[config.mk]
export PLATFORM = sky130hd
export DESIGN_NAME = exec_stage_p
export DESIGN_NICKNAME = d
export VERILOG_FILES = /design/src/rtl/exec_stage_p.sv
export SDC_FILE = /design/constraint.sdc
export NUM_CORES = 1
export LEC_CHECK = 0
export CAP_MARGIN = 15
export CORE_MARGIN = 10
export CORE_UTILIZATION = 40
export DETAILED_ROUTE_END_ITERATION = 12
export GPL_ROUTABILITY_DRIVEN = 0
export GPL_TIMING_DRIVEN = 0
export HOLD_SLACK_MARGIN = 0.1
export MAX_ROUTING_LAYER = met4
export PLACE_DENSITY = 0.72
export SKIP_CTS_REPAIR_TIMING = 1
export SYNTH_ARGS = -nofsm -noshare
export SYNTH_HDL_FRONTEND = slang
export SYNTH_SLANG_ARGS = --single-unit
export TNS_END_PERCENT = 20
[constraint.sdc]
create_clock -name clk -period 3.6 [get_ports clk]
set_input_delay 0.72 -clock clk [delete_from_list [all_inputs] [get_ports clk]]
set_output_delay 0.72 -clock clk [all_outputs]
set_load 0.005 [all_outputs]
[src/rtl/exec_stage_p.sv]
`default_nettype none
// +--------------------------------------------------------------------------+
// | exec_stage_p : execute stage with ALU, load/store address, ldi, compare   |
// | Optional macro EXEC_MUL_EN enables an iterative shift-add multiplier.     |
// | Revision 1.0                                                              |
// +--------------------------------------------------------------------------+
module exec_stage_p #(
   parameter int WIDTH  = 16,
   parameter int RA_W   = 3,
   parameter int DISP_W = 6,
   parameter int IMM_W  = 9
) (
   input  logic              clk,
   input  logic              rst_n,
   input  logic              flush,
   input  logic              in_valid,
   output logic              in_ready,
   input  logic              pc_w,
   input  logic              mem_w,
   input  logic              is_eq,
   input  logic              is_ldi,
   input  logic              is_ld_st,
   input  logic              is_jump,
   input  logic [1:0]        alu_op,
   input  logic [RA_W-1:0]   rd_addr,
   input  logic [DISP_W-1:0] disp,
   input  logic [IMM_W-1:0]  imm,
   input  logic [WIDTH-1:0]  rd,
   input  logic [WIDTH-1:0]  rs,
   input  logic [WIDTH-1:0]  src1,
   input  logic [WIDTH-1:0]  src2,
   output logic              out_valid,
   input  logic              out_ready,
   output logic              pc_w_out,
   output logic              mem_w_out,
   output logic [RA_W-1:0]   result_w,
   output logic [WIDTH-1:0]  result,
   output logic [WIDTH-1:0]  rd_out,
   output logic              busy
);

`ifdef EXEC_MUL_EN
   typedef enum logic [1:0] {IDLE = 2'b00, FULL = 2'b01, MUL = 2'b10} state_t;
`else
   typedef enum logic [1:0] {IDLE = 2'b00, FULL = 2'b01} state_t;
`endif

   state_t           state;
   state_t           state_nx;
   state_t           load_state;
   logic             accept;
   logic             take;
   logic             cmp;
   logic [WIDTH-1:0] alu_res;
   logic [WIDTH-1:0] sel_res;

   assign in_ready  = (state == IDLE) | ((state == FULL) & out_ready);
   assign accept    = in_valid & in_ready;
   // A flush voids any transfer offered in the same cycle.
   assign take      = accept & ~flush;
   assign out_valid = (state == FULL);
   assign cmp       = is_jump | (is_eq ? (rd == rs) : (rd > rs));

`ifdef EXEC_MUL_EN
   localparam int CNT_W = (WIDTH > 1) ? $clog2(WIDTH) : 1;
   localparam logic [CNT_W-1:0] LAST = CNT_W'(WIDTH - 1);

   logic             is_mul;
   logic [WIDTH-1:0] mcand;
   logic [WIDTH-1:0] mplier;
   logic [CNT_W-1:0] cnt;
   logic [WIDTH-1:0] acc_nx;

   assign is_mul     = (alu_op == 2'b11) & ~is_ldi & ~is_ld_st;
   assign load_state = is_mul ? MUL : FULL;
   assign busy       = (state == MUL);
   assign acc_nx     = result + (mplier[0] ? mcand : '0);
`else
   assign load_state = FULL;
   assign busy       = 1'b0;
`endif

   always_comb begin
      alu_res = '0;
      case (alu_op)
         2'b00:   alu_res = src1 + src2;
         2'b01:   alu_res = src1 - src2;
         2'b10:   alu_res = src1 & src2;
`ifdef EXEC_MUL_EN
         default: alu_res = '0;
`else
         default: alu_res = src1 | src2;
`endif
      endcase
      if (is_ldi)
         sel_res = WIDTH'(imm);
      else if (is_ld_st)
         sel_res = rs + WIDTH'(disp);
      else
         sel_res = alu_res;
   end

   always_comb begin
      state_nx = state;
      case (state)
         IDLE: if (take) state_nx = load_state;
         FULL: if (out_ready) state_nx = take ? load_state : IDLE;
`ifdef EXEC_MUL_EN
         MUL:  if (cnt == LAST) state_nx = FULL;
`endif
         default: state_nx = IDLE;
      endcase
      if (flush)
         state_nx = IDLE;
   end

   always_ff @(posedge clk) begin
      if (!rst_n)
         state <= IDLE;
      else
         state <= state_nx;
   end

   always_ff @(posedge clk) begin
      if (!rst_n) begin
         pc_w_out  <= 1'b0;
         mem_w_out <= 1'b0;
         result_w  <= '0;
         rd_out    <= '0;
         result    <= '0;
`ifdef EXEC_MUL_EN
         mcand     <= '0;
         mplier    <= '0;
         cnt       <= '0;
`endif
      end else if (take) begin
         pc_w_out  <= pc_w & cmp;
         mem_w_out <= mem_w;
         result_w  <= rd_addr;
         rd_out    <= rd;
`ifdef EXEC_MUL_EN
         // The result register doubles as the multiply accumulator.
         result    <= is_mul ? '0 : sel_res;
         mcand     <= src1;
         mplier    <= src2;
         cnt       <= '0;
`else
         result    <= sel_res;
`endif
      end
`ifdef EXEC_MUL_EN
      else if (flush) begin
         cnt <= '0;
      end else if (state == MUL) begin
         result <= acc_nx;
         mcand  <= mcand << 1;
         mplier <= mplier >> 1;
         cnt    <= (cnt == LAST) ? '0 : cnt + 1'b1;
      end
`endif
   end

endmodule
`default_nettype wire

* Word-level counts from Yosys, hierarchy flattened *
Index checks and enable logic that the tools add are counted.

cells by class
  order comparisons = 1
  mux-type cells = 8
  bitwise gates (word level) = 10
  reduce and logical (&&, ||, !) cells = 4
  eq/ne operators = 6
  add/sub/neg operators = 3

operator list
  kind                count
  $pmux 16 s3         1
  $mux 16             2
  $add 16x16->16      1
  $add 16x6->16       1
  $and 16x16->16      1
  $eq 16x16->1        1
  $gt 16x16->1        1
  $or 16x16->16       1
  $sub 16x16->16      1
  $and 1x1->1         4
  $eq 2x1->1 const B  2
  $logic_not 2->1     2
  $mux 2              2
  $pmux 2 s2          1
  $eq 2x2->1 const B  1
  $mux 1              2
  $ne 2x1->1 const B  1
  $ne 2x2->1 const B  1
  $not 1->1           2
  $or 1x1->1          2
  $reduce_and 2->1    1
  $reduce_or 2->1     1

word-level totals
  register bits = 39
  output and inout port bits = 40

* Logic depth before layout (Yosys ltp) *
  depth in word-level cells = 8
  mapped depth = 14

* Worst setup path after synthesis *
OpenSTA, ideal clock, no wires.

  path kind = input to register
  start point = input port alu_op[0]
  end point = register result[9]
  stages = 10
  slack = 329 ps
  library setup time = 122 ps
  arrival time = 3149 ps
  path buffers = 1
  required time = 3478 ps
  cells stage by stage = clkbuf_1 > nor2b_1 > a21oi_1 > xnor2_1 > ha_1 > a2111oi_0 > a211oi_1 > or3_1 > a21oi_1 > o21ai_0

between the ends
  cells in the longest elaborated chain, start to end = 4
  elaborated cells on any way between the ends = 6
  those cells by class = eq/ne: 2; mux: 3; reduce/logical: 1

RTL lines
  what                                      RTL line  text
  from (decl)                               24        input logic [1:0] alu_op,
  $eq 2x2->1, or another cell as far along  85        case (alu_op)
  $pmux 16 s3 *                             85
  $mux 16 *                                 97        else if (is_ld_st)
  $mux 16 *                                 95        if (is_ldi)
  to (signal assigned)                      148       result <= sel_res;
  to (decl)                                 37        output logic [WIDTH-1:0] result,

Every way passes the cells marked *; elsewhere a longest branch is shown, timed or not.
A chain may end at the register's enable or synchronous reset.

* Final worst setup path *
  start point = input port alu_op[1]
  end point = register result[12]

The elaborated chain is that of the path after synthesis.

==> results.yml <==
placement:
  port_buffers: 132
  placedCellCount: 802
  hpwl_mm: 11.7
global_route:
  track_usage_pct: 19.4
  grt_start_max_net_pins: 12
  grt_pass1_vias: 4536
  grt_pass1_wl_mm: 22.6
  busiest_layer: "met2"
  use_met1_pct: 24.4
  antenna_found_initial: 0
  grt_use_met3_pct: 2.77
  gr-total-overflow: 0
  met2_usage_pct: 31.6
worst_setup_path:
  critical_path_required_ns: 3.78
  end_kind: "register"
  path_cells: "clkdlybuf4s50_1 -> nor2b_4 -> nor2_2 -> xnor2_1 -> ha_1 -> nor2b_1 -> o31a_1 -> o41ai_4 -> a2111oi_1 -> nor4_1 -> o21ai_0"
  cp_data_arrival_time_ns: 3.74
  cp.buffers_inverters: 1
  critPathKind: "in -> reg"
  cp_top_family: "compound AO/OA/AOI/OAI gates"
  crit_slowest_cell: "clkdlybuf4s50_1"
  critPathMaxFanout: 6
  crit_path_start_kind: "input port"
  cpPeakStageDelay_ns: 0.60
clocking:
  cts_tree: "yes"
  cts_made_buffers: 5
  clkTransAtPathRegs_ns: 0.08
  htreeDepth: 2
  clockBufferDepth: 2
  cts.sinks: 38
  cts_root_buf: "clkbuf_8"
  clk_latency_ns: 0.30
routing:
  drt-initial-drc-count: 228
  dr.pass1.iters: 6
  drt_wl_total_mm: 14.3
  routedWlPerCell_um: 17.6
  drc: 0
  via_count: 4463
  routed_via_density: 5.50
  ant_nets: 0
synth:
  synth_seq_cells: 38
  syn-cell-area_um2: 3980
  syn_nets: 674
  synth-edff-count: 0
  synthCells: 537
  synthArstFlopShare_pct: 0
  syn_area_per_cell_um2: 7.41
  synth_top_flop_cell: "dfxtp_1"
  ys_seq_area_share_pct: 19.1
  yosysWarnings: 0
  yosysUniqueCellTypes: 64
power_and_ir_drop:
  power.leakage_nw: 2.27
  power.density_nw_per_um2: 251
  ir_drop_mv: 0.122
  power_mw: 1.44
finish:
  drive_gt1_share_pct: 6.34
  areaGrowthSynthToFinish_pct: 43.8
  layout_commonest_cell: "clkdlybuf4s50_1"
  diodes: 0
  fin_nets: 814
  final_cell_mix: "clkdlybuf4s50_1, nand2_1, o21ai_0, dfxtp_1, ha_1"
  layout.cells.non_filler: 811
  num-fill-cells: 925
  post-route-util_pct: 58.8
floorplanning:
  row_count: 36
  start_util_pct: 40.9
  die_h_um: 120
  die-width_um: 120
  die_area_um2: 14300
  core_um2: 9730
  io-pin-count: 135
status:
  outcome: "finished clean"
hold_path:
  hold_path.class: "reg -> reg"
timing:
  slew_violations: 0
  max_freq_mhz: 281
  worstMarginPinSlew_ns: 0.866
  hold_violations: 0
  slew-limit-headroom_pct: 41.7
  setup-violations-final: 0
  post-route-period-util_pct: 99.0
  min_period_ns: 3.56
  clock_skew_ns: 0.00651
flow_run:
  cap_violations: 0
## worst register-to-register path, cell delays in order (launching register included)
cell,delay [ns]
dfxtp_1,0.31
nand2b_1,0.13
nand2_1,0.13
nor2_1,0.20
clkbuf_1,0.43
clkbuf_1,0.41
nand2_1,0.12
a21boi_0,0.15
## per-layer routing
| layer | vias to the layer above | part of all wire (%) | routed length [µm] |
|---|---|---|---|
| met5 | - | 0 | 0 |
| met4 | 0 | 2.1 | 299 |
| li1 | 2235 | - | - |
| met1 | 2024 | 46 | 6590 |
| met3 | 23 | 5.2 | 736 |
| met2 | 181 | 47 | 6650 |
## report_power, final
| group | total (mW) | internal [mW] | switching, mW |
|---|---|---|---|
| combinational | 0.670 | 0.331 | 0.339 |
| clock | 0.314 | 0.155 | 0.159 |
| sequential | 0.452 | 0.441 | 0.0110 |
| total | 1.44 | 0.927 | 0.510 |
## cell usage after synthesis (11+ instances only)
master	number	share of area, %
nor2_1	23	2.2
nand2b_1	11	1.7
nand2_1	72	6.8
xnor2_1	17	3.7
inv_1	33	3.1
a21boi_0	24	4.5
clkbuf_1	19	1.8
nand3_1	16	2.0
a21oi_1	32	4.0
nor3_1	11	1.4
xor2_1	11	2.4
dfxtp_1	38	19
o21ai_0	47	5.9
ha_1	40	13
## final timing paths
check,endpoint,cells past startpoint,slack [ns],from
max reg2reg,rd_out[8],7,1.66,state[0]
min,rd_out[11],2,0.46,rd_out[11]
max,result[12],11,0.04,alu_op[1]
min reg2reg,rd_out[11],2,0.46,rd_out[11]
## flip-flops by register name (all words and copies together), names as in the netlist
| signal | flops |
|---|---|
| mem_w_out | 1 |
| pc_w_out | 1 |
| rd_out | 16 |
| result | 16 |
| result_w | 3 |
| state | 1 |
## metrics by stage
step | hold WS [ns] | worst slack [ns] | TNS (ns) | area (µm²)
3_5_place_dp | 0.445 | -0.858 | -7.54 | 5470
5_1_grt | 0.481 | -0.0359 | -0.0493 | 5730
6_report | 0.461 | 0.0376 | 0 | 5730
4_1_cts | 0.463 | -0.572 | -4.02 | 5560
2_1_floorplan | 0.449 | 0.329 | 0 | 3980
3_3_place_gp | 0.448 | -0.824 | -6.88 | 5470
## area by class of cell
cell class	instances	area (µm²)	share of cell area, %
multi-input cells	443	3110	54.3
inverters	33	124	2.16
plain buffers	20	97.6	1.70
clock buffers	7	86.3	1.51
repair buffers	136	1370	24.0
flip-flops and latches	38	761	13.3
well taps	133	166	2.91
clock inverters	1	5.00	0.0874
## kinds of logic (layout without fill, tap and decap cells)
family          after synthesis  count (layout)  synth area share [%]
simple gates                182             182                  22.5
compound gates              176             176                  29.3
buf+inv                      56             197                  5.66
fa+ha+maj                    50              50                  15.6
flops                        38              38                  19.1
xor+xnor                     29              29                  6.57
mux                           5               5                  1.26
other cells                   1               1                0.0942
No activity file was read; power rests on OpenSTA's default activity.
